===== src/rtl/regfile_wb_arbiter.sv =====
// Shares one register-file write port between two writeback sources.
// Each source has a small FIFO. A round-robin arbiter drains them onto a registered port.
module regfile_wb_arbiter #(
  parameter int DEPTH = 2,
  parameter int AW    = 5,
  parameter int DW    = 32
) (
  input  logic          clk,
  input  logic          rst,
  input  logic          s0_valid,
  output logic          s0_ready,
  input  logic [AW-1:0] s0_addr,
  input  logic [DW-1:0] s0_data,
  input  logic          s1_valid,
  output logic          s1_ready,
  input  logic [AW-1:0] s1_addr,
  input  logic [DW-1:0] s1_data,
  output logic          wr_en,
  output logic [AW-1:0] wr_addr,
  output logic [DW-1:0] wr_data,
  input  logic [AW-1:0] rd_addr_a,
  input  logic [AW-1:0] rd_addr_b,
  output logic          hazard_a,
  output logic          hazard_b,
  output logic          idle
);
  localparam int PW = $clog2(DEPTH);
  localparam int NS = 2;

  logic [NS-1:0]         vld, rdy, nempty, gnt, hit_a, hit_b;
  logic [NS-1:0][AW-1:0] in_addr, head_addr;
  logic [NS-1:0][DW-1:0] in_data, head_data;

  assign vld     = {s1_valid, s0_valid};
  assign in_addr = {s1_addr, s0_addr};
  assign in_data = {s1_data, s0_data};

  for (genvar g = 0; g < NS; g++) begin : g_src
    logic [DEPTH-1:0][AW-1:0] addr_q;
    logic [DEPTH-1:0][DW-1:0] data_q;
    logic [PW-1:0]            wptr_q, rptr_q;
    logic [PW:0]              cnt_q;
    logic                     push, pop, ha, hb;
    logic [PW-1:0]            off;

    assign rdy[g]       = (cnt_q != (PW+1)'(DEPTH));
    // r0 writes complete the handshake but are never stored.
    assign push         = vld[g] & rdy[g] & (in_addr[g] != '0);
    assign pop          = gnt[g];
    assign nempty[g]    = (cnt_q != '0);
    assign head_addr[g] = addr_q[rptr_q];
    assign head_data[g] = data_q[rptr_q];

    always_ff @(posedge clk) begin
      if (push) begin
        addr_q[wptr_q] <= in_addr[g];
        data_q[wptr_q] <= in_data[g];
      end
    end

    always_ff @(posedge clk or negedge rst) begin
      if (!rst) begin
        wptr_q <= '0;
        rptr_q <= '0;
        cnt_q  <= '0;
      end else begin
        if (push) wptr_q <= wptr_q + 1'b1;
        if (pop)  rptr_q <= rptr_q + 1'b1;
        cnt_q <= cnt_q + (PW+1)'(push) - (PW+1)'(pop);
      end
    end

    // An entry is live when its distance from the read pointer is below the count.
    always_comb begin
      ha  = 1'b0;
      hb  = 1'b0;
      off = '0;
      for (int i = 0; i < DEPTH; i++) begin
        off = PW'(i) - rptr_q;
        if ({1'b0, off} < cnt_q) begin
          if (addr_q[i] == rd_addr_a) ha = 1'b1;
          if (addr_q[i] == rd_addr_b) hb = 1'b1;
        end
      end
    end

    assign hit_a[g] = ha;
    assign hit_b[g] = hb;
  end

  assign s0_ready = rdy[0];
  assign s1_ready = rdy[1];

  logic          rr_last_q, rr_last_d;
  logic          wr_en_q, wr_en_d;
  logic [AW-1:0] wr_addr_q, wr_addr_d;
  logic [DW-1:0] wr_data_q, wr_data_d;

  always_comb begin
    gnt       = nempty;
    rr_last_d = rr_last_q;
    if (nempty == 2'b11) begin
      gnt       = rr_last_q ? 2'b01 : 2'b10;
      rr_last_d = ~rr_last_q;
    end
    wr_en_d   = |gnt;
    wr_addr_d = wr_addr_q;
    wr_data_d = wr_data_q;
    if (gnt[0]) begin
      wr_addr_d = head_addr[0];
      wr_data_d = head_data[0];
    end else if (gnt[1]) begin
      wr_addr_d = head_addr[1];
      wr_data_d = head_data[1];
    end
  end

  always_ff @(posedge clk or negedge rst) begin
    if (!rst) begin
      rr_last_q <= 1'b1;
      wr_en_q   <= 1'b0;
      wr_addr_q <= '0;
      wr_data_q <= '0;
    end else begin
      rr_last_q <= rr_last_d;
      wr_en_q   <= wr_en_d;
      wr_addr_q <= wr_addr_d;
      wr_data_q <= wr_data_d;
    end
  end

  assign wr_en   = wr_en_q;
  assign wr_addr = wr_addr_q;
  assign wr_data = wr_data_q;

  // The port's current write still counts until the register file commits it.
  assign hazard_a = (rd_addr_a != '0) & ((|hit_a) | (wr_en_q & (wr_addr_q == rd_addr_a)));
  assign hazard_b = (rd_addr_b != '0) & ((|hit_b) | (wr_en_q & (wr_addr_q == rd_addr_b)));
  assign idle     = ~(|nempty) & ~wr_en_q;
endmodule


===== config.mk =====
export PLATFORM = sky130hd
export DESIGN_NAME = regfile_wb_arbiter
export DESIGN_NICKNAME = d
export VERILOG_FILES = /design/src/rtl/regfile_wb_arbiter.sv
export SDC_FILE = /design/constraint.sdc
export NUM_CORES = 1
export LEC_CHECK = 0
export BUFFER_PORTS_ARGS = -buffer_cell sky130_fd_sc_hd__buf_2
export CAP_MARGIN = 20
export CORE_AREA = 2 2 168 170
export DETAILED_ROUTE_END_ITERATION = 8
export DIE_AREA = 0 0 170 172
export PLACE_DENSITY = 0.52
export SLEW_MARGIN = 20
export SYNTH_ARGS = -nofsm -noshare
export SYNTH_HDL_FRONTEND = slang
export SYNTH_SLANG_ARGS = --single-unit

===== constraint.sdc =====
create_clock -name clk -period 2.57 [get_ports clk]
set_input_delay 0.257 -clock clk [delete_from_list [all_inputs] [get_ports clk]]
set_output_delay 0.257 -clock clk [all_outputs]
set_load 0.1 [all_outputs]

==> run_results.csv, run 1 <==
group,metric,value,unit
status,status,"finished, final reports clean",
yosys,yosys_register_bits,195,
place,preCtsSetupSlack,0.349,ns
setup_path,ff2ff_path_depth,4,
sta,min_period_over_period,0.955,
die,core_area,27500,µm²
detailed_routing,avgViaCountPerCell,4.44,
yosys,syn-instance-count,571,
detailed_routing,wirelength,19.0,mm
power,seq_power_share,0.347,
yosys,synth_xor_area_frac,0.0634,
detailed_routing,antenna_left,0,
global_route,grt_overflow,0,
die,ios,131,
yosys,ys_seq_area_frac,0.690,
sta,setup_viol,0,
yosys,syn-num-nets,663,
clock_tree,clk-insertion-delay-late,0.43,ns
detailed_routing,drc,0,
power,p_clk_frac,0.193,
power,power_frac_comb,0.460,
yosys,synth_compound_area_frac,0.0576,
layout,utilization,0.377,
yosys,avgSynthCellArea,14.3,µm²
sta,slew_headroom,0.433,
yosys,synth_top_family_by_area,"multiplexers",
sta,fmax,408,MHz
power,p_total,14.1,mW
yosys,synth.area.top_cells,"edfxtp_1, dfrtp_1, mux2_2",
flow_run,cap_violations,0,
power,internal-power,7.70,mW
detailed_routing,avgRoutedWirePerCell,17.2,µm
setup_path,start_kind,"flip-flop",
die,die_y,172,µm
yosys,ys_types,33,
die,initial_utilization,0.296,
sta,fin_tns_setup,0,ns
sta,finalCriticalPeriod,2.45,ns
layout,nets,835,
setup_path,crit_type,"flip-flop to output pin",
clock_tree,cts.sinks,195,
clock_tree,cts_buffers,17,
sta,hold_violations,0,
yosys,synth_edf_count,148,
yosys,synth.most_common_cell,"edfxtp_1",
setup_path,cp.required,2.31,ns
yosys,synth_simple_gate_area_frac,0.0597,
yosys,yosysWarnings,0,
clock_tree,clkTransAtPathRegs,0.07,ns
global_route,track_usage,0.134,
yosys,ys.flop_type,"edfxtp_1",
layout,drive_gt1_frac,0.304,
die,dieWidth,170,µm
power,p_sw_frac,0.454,
sta,hold-worst-slack,0.0210,ns
clock_tree,cts_setup_buffers,0,
yosys,synth_area_leader_cell,"edfxtp_1",
power,power_density,1360,nW/µm²
sta,drv_slew,0,
yosys,synth_top_area_share,0.546,
yosys,ys_async_sr_fraction,0.241,
sta,worstMarginPinSlew,0.848,ns
setup_path,end_kind,"output pin",
die,die-area,29200,µm²
place,port_buffers,130,
clock_tree,tritoncts,"built",
yosys,yosys.area_share.adder,0.00614,
setup_path,critPathArrivalTime,2.20,ns
die,fp-row-count,61,
setup_path,crit-reg2reg-capture,"g_src[1].data_q[22]$_DFFE_PP_",
global_route,grt_max_degree,76,
sta,fin_skew,0.0132,ns
yosys,synth_area,8150,µm²
sta,grt_setup_unrepaired,"false",
global_route,grt_pass1_vias,5059,
worst_hold_path,holdPathStages,1,
power,p_switching,6.40,mW
setup_path,r2r_setup_slack,0.41,ns
place,hpwl,12.8,mm
place,gp_congestion,0.741,
clock_tree,htree_levels,4,
detailed_routing,firstDrtPassIters,4,
yosys,synth.cells.most_frequent,"edfxtp_1, dfrtp_1, nor2_1, a21oi_1",
detailed_routing,first_iter_violations,222,
setup_path,worstPathMaxFanout,3,
worst_hold_path,worstHoldEndpoint,"g_src[0].data_q[59]$_DFFE_PP_",
layout,syn2layout_area_growth,27.3,%
clock_tree,cts.root.buffer_cell,"clkbuf_16",
global_route,grt_pass1_wl,28.9,mm
sta,setup_ws,0.116,ns
detailed_routing,dr_total_vias,4898,
yosys,synth_mux_area_frac,0.0966,
worst_hold_path,hold_class,"input pin to flip-flop",
setup_path,worstReg2RegStart,"g_src[1].cnt_q[1]$_DFF_PN0_",
global_route,antenna_found_initial,3,
clock_tree,max-clock-path-buffers,2,
power,irDropWorstVdd,831,µV
worst_hold_path,hold_start,"s0_data[27]",
power,power_leakage,3.91,nW
## power by group through the flow
| stage | logic (mW) | clock network, mW | registers (mW) |
|---|---|---|---|
| CTS | 6.60 | 2.80 | 4.90 |
| finish | 6.49 | 2.72 | 4.90 |
| detailed placement | 6.54 | 0 | 4.97 |
| global route | 6.98 | 2.94 | 5.00 |
| global placement | 6.45 | 0 | 4.96 |
| floorplan | 2.91 | 0 | 7.05 |
## final cells by class
cell class,count,area (µm²)
well taps,346,433
multi-input cells,333,2380
clock inverters,13,166
inverters,8,30.0
fillers,2682,17100
diodes,2,5.00
repair buffers,188,1300
flip-flops and latches,195,5620
clock buffers,19,433
## critical path, cell delays in order (launching register included)
cell      delay [ns]
edfxtp_1        0.47
xor2_1          0.19
or4_1           0.55
nor3_2          0.11
nor3_1          0.10
a21oi_4         0.16
buf_12          0.19
## state kept, by name (all words and copies together) (netlist names)
name	flops
g_src.wptr_q	2
wr_en	1
wr_data	32
g_src.cnt_q	4
g_src.rptr_q	2
g_src.addr_q	20
rr_last_q	1
g_src.data_q	128
wr_addr	5
## how the worst max path moves through the flow
| stage | startpoint | slack [ns] | to | depth (start not counted) |
|---|---|---|---|---|
| after floorplan | g_src[0].cnt_q[0]$_DFF_PN0_ | -0.37 | g_src[0].addr_q[0]$_DFFE_PP_ | 3 |
| after global placement | g_src[0].cnt_q[0]$_DFF_PN0_ | 0.36 | g_src[0].data_q[23]$_DFFE_PP_ | 3 |
| after detailed placement | g_src[1].cnt_q[1]$_DFF_PN0_ | 0.35 | g_src[1].data_q[55]$_DFFE_PP_ | 4 |
| after CTS | g_src[1].addr_q[6]$_DFFE_PP_ | 0.07 | hazard_b | 6 |
| after global routing | g_src[1].addr_q[6]$_DFFE_PP_ | 0.03 | hazard_b | 6 |
| final | g_src[1].addr_q[6]$_DFFE_PP_ | 0.12 | hazard_b | 6 |
## what timing repair did
action,CTS,global route
hold buffers,42,3
gates resized for setup,0,0
hold endpoints to repair,103,6
## cells in the final DEF, fill, tap and decap left out, types with 3 or more instances in the layout
cell,instances
a21oi_1,42
buf_12,6
buf_2,127
buf_4,9
clkbuf_16,17
clkinvlp_4,4
dfrtp_1,44
dlygate4sd3_1,45
edfxtp_1,148
ha_1,4
inv_1,6
inv_8,3
mux2_2,37
mux2i_1,37
nand2_1,37
nand4_1,4
nor2_1,40
nor2_4,4
nor3_1,5
nor4_1,4
o21ai_1,37
or4_1,5
xnor2_1,31
xor2_1,28
## cell families (layout without fill, tap and decap cells)
| kind of cell | Yosys count | in the layout |
|---|---|---|
| flip-flops | 195 | 195 |
| AND/OR/NAND/NOR | 108 | 108 |
| AO/OA/AOI/OAI | 88 | 88 |
| multiplexers | 74 | 74 |
| XOR/XNOR | 59 | 59 |
| buffers and inverters | 43 | 228 |
| adder cells (fa/ha/maj) | 4 | 4 |
| other | 0 | 2 |
## through the flow
| stage | area (µm²) | std cells |
|---|---|---|
| 6_report | 10400 | 1104 |
| 5_1_grt | 10400 | 1102 |
| 4_1_cts | 10300 | 1099 |
| 3_5_place_dp | 9320 | 1025 |
| 3_3_place_gp | 9270 | 1023 |
| 2_1_floorplan | 8190 | 571 |
## metal layers
layer	share of wire	track usage
met1	0.46	0.178
met2	0.48	0.217
met3	0.047	0.0373
met4	0.011	0.0379
met5	0.00037	0
Note: power is estimated with default switching activity, not from simulation.
==> run 2: changes to the inputs <==
--- a/config.mk
+++ b/config.mk
@@ -11,6 +11,7 @@
 export DETAILED_ROUTE_END_ITERATION = 8
 export DIE_AREA = 0 0 170 172
 export PLACE_DENSITY = 0.52
+export REMOVE_ABC_BUFFERS = 1
 export SLEW_MARGIN = 20
 export SYNTH_ARGS = -nofsm -noshare
 export SYNTH_HDL_FRONTEND = slang
==> run 2 against run 1 <==
- wire length down 4.9%
- sequential share of layout area up 0.90 points
- clock skew about the same
- hold slack better by 0.00055 ns
- count of clock-buffer cells in the layout decreased by 2
- first-iteration DRC count increased by 21%
- cell count is 1.2% lower
- worst setup slack improved by 0.0092 ns
- die area stayed put
- utilization is 0.62 points lower
- final area down 1.6%
- largest cell class unchanged
- largest power group unchanged
==> run_results.csv, run 2 (synthesized netlist as in run 1, its figures left out) <==
group,metric,value,unit
global_route,grt_pass1_vias,4883,
layout,largest_reg_flops,128,
setup_path,crit_chain,"xor2_1, or4_1, nor3_2, nor3_1, a21oi_2, buf_12",
layout,final_cells,1091,
flow_run,cap_violations,0,
setup_path,worstPathMaxFanout,3,
power,p_clk_frac,0.189,
power,seq_power_share,0.355,
setup_path,ff2ff_path_depth,8,
setup_path,critPathArrivalTime,2.19,ns
worst_hold_path,hold_class,"input pin to flip-flop",
die,die-area,29200,µm²
layout,antenna_cells,0,
global_route,grt_overflow,0,
sta,finalCriticalPeriod,2.44,ns
status,status,"finished, final reports clean",
power,internal-power,7.48,mW
layout,multi_input_area,2360,µm²
clock_tree,tritoncts,"built",
global_route,antenna_found_initial,1,
clock_tree,cts.sinks,195,
clock_tree,clk-insertion-delay-late,0.43,ns
die,ios,131,
sta,worstMarginPinSlew,0.782,ns
clock_tree,clkTransAtPathRegs,0.08,ns
sta,setup_viol,0,
setup_path,crit-reg2reg-capture,"g_src[0].cnt_q[1]$_DFF_PN0_",
layout,fill_cells,2732,
detailed_routing,first_iter_violations,268,
setup_path,slowest_delay,0.54,ns
place,port_buffers,130,
clock_tree,htree_levels,4,
setup_path,r2r_setup_slack,0.40,ns
detailed_routing,dr_total_vias,4939,
sta,slew_headroom,0.478,
global_route,grt_pass1_wl,28.0,mm
global_route,grt_max_degree,75,
sta,drv_slew,0,
layout,drive_gt1_frac,0.307,
power,p_switching,6.37,mW
setup_path,cp.required,2.31,ns
power,power_leakage,3.86,nW
layout,syn2layout_area_growth,25.2,%
power,p_sw_frac,0.460,
layout,final_common_cell,"edfxtp_1",
detailed_routing,avgViaCountPerCell,4.53,
worst_hold_path,holdPathStages,1,
setup_path,slowest_stage,"or4_1",
clock_tree,cts.root.buffer_cell,"clkbuf_16",
place,hpwl,12.2,mm
sta,min_period_over_period,0.951,
place,dpl.cell_count,1024,
sta,grt_setup_unrepaired,"false",
setup_path,crit_start,"g_src[1].addr_q[6]$_DFFE_PP_",
power,irDropWorstVdd,607,µV
detailed_routing,firstDrtPassIters,4,
detailed_routing,antenna_left,0,
die,dieWidth,170,µm
setup_path,end_kind,"output pin",
worst_hold_path,hold_start,"s1_data[13]",
sta,fmax,409,MHz
die,fp-row-count,61,
die,die_y,172,µm
power,power_frac_comb,0.456,
sta,hold_violations,0,
power,power_density,1360,nW/µm²
layout,regMostFlops,"g_src.data_q",
layout,most-common-layout-cells,"edfxtp_1, buf_2, dfrtp_1",
detailed_routing,avgRoutedWirePerCell,16.6,µm
place,gp_congestion,0.790,
sta,fin_skew,0.0134,ns
layout,ff_latch_area,5620,µm²
detailed_routing,drc,0,
die,core_area,27500,µm²
worst_hold_path,worstHoldEndpoint,"g_src[1].data_q[45]$_DFFE_PP_",
setup_path,worstReg2RegStart,"g_src[1].cnt_q[1]$_DFF_PN0_",
sta,fin_tns_setup,0,ns
global_route,track_usage,0.128,
layout,nets,824,
clock_tree,max-clock-path-buffers,2,
die,initial_utilization,0.296,
setup_path,crit_type,"flip-flop to output pin",
layout,utilization,0.371,
setup_path,start_kind,"flip-flop",
detailed_routing,wirelength,18.1,mm
clock_tree,cts_buffers,17,
==> run 2: cell count changes in the layout (fill, tap and decap cells not counted), sizes merged <==
cell | previous run | this run
clkinvlp | 4 | 2
clkinv | 2 | 7
diode | 2 | 0
clkbuf | 19 | 17
bufinv | 2 | 0
inv | 13 | 14
dlygate4sd3 | 45 | 35
buf | 143 | 142
==> run 2: repair_timing <==
| item | 4_1_cts | 5_1_grt |
|---|---|---|
| hold buffers | 32 | 3 |
| setup buffers | 0 | 0 |
| endpoints found under the hold margin | 82 | 6 |
| gates resized for setup | 0 | 1 |
| setup endpoints to repair | 0 | 1 |
==> run 2: power groups by stage <==
| stage | registers (mW) | logic [mW] | clock network [mW] |
|---|---|---|---|
| final | 4.91 | 6.32 | 2.61 |
| after global placement | 4.98 | 6.37 | 0 |
| after global routing | 5.02 | 6.84 | 2.82 |
| after detailed placement | 4.99 | 6.43 | 0 |
| after CTS | 4.93 | 6.46 | 2.70 |
| after floorplan | 7.26 | 2.56 | 0 |
==> run 2: area by class of cell <==
class                   count  area share
clock inverters            15      0.0156
well taps                 346      0.0424
multi-input cells         333       0.231
clock buffers              17      0.0417
flip-flops and latches    195       0.551
inverters                   8     0.00294
repair buffers            177       0.115
==> run 2: stage by stage <==
step                      total power, mW  worst slack (ns)  cell area [µm²]  hold slack (ns)
after floorplan                      9.82             -1.84             7960          -0.0386
after global placement               11.4             0.416             9260            0.326
after detailed placement             11.4             0.371             9260            0.322
after CTS                            14.1            0.0266            10200         0.000333
after global routing                 14.7            0.0160            10200        0.0000857
final                                13.8             0.125            10200           0.0215
==> run 2: how the worst max path moves through the flow <==
stage,slack [ns],cells after the start,end
2_1_floorplan,-1.84,4,idle
3_3_place_gp,0.42,8,g_src[0].cnt_q[1]$_DFF_PN0_
3_5_place_dp,0.37,8,g_src[0].cnt_q[1]$_DFF_PN0_
4_1_cts,0.03,6,hazard_a
5_1_grt,0.02,6,hazard_b
6_report,0.13,6,hazard_b
==> run 2: worst max-delay path, delay by kind of cell, from the launching register on <==
family,cells,cell delay [ns]
AOI/OAI and AO/OA,1,0.18
xor gates and xnor gates,1,0.18
DFF,1,0.46
and+or+nand+nor,3,0.75
buffers and inverters,1,0.19
==> run 2: per-layer routing <==
metal | part of all wire | GRT usage | wire length, µm
met5 | 0.00061 | 0 | 11
met4 | 0.013 | 0.0353 | 232
met3 | 0.042 | 0.0295 | 767
met2 | 0.48 | 0.214 | 8670
met1 | 0.46 | 0.168 | 8390
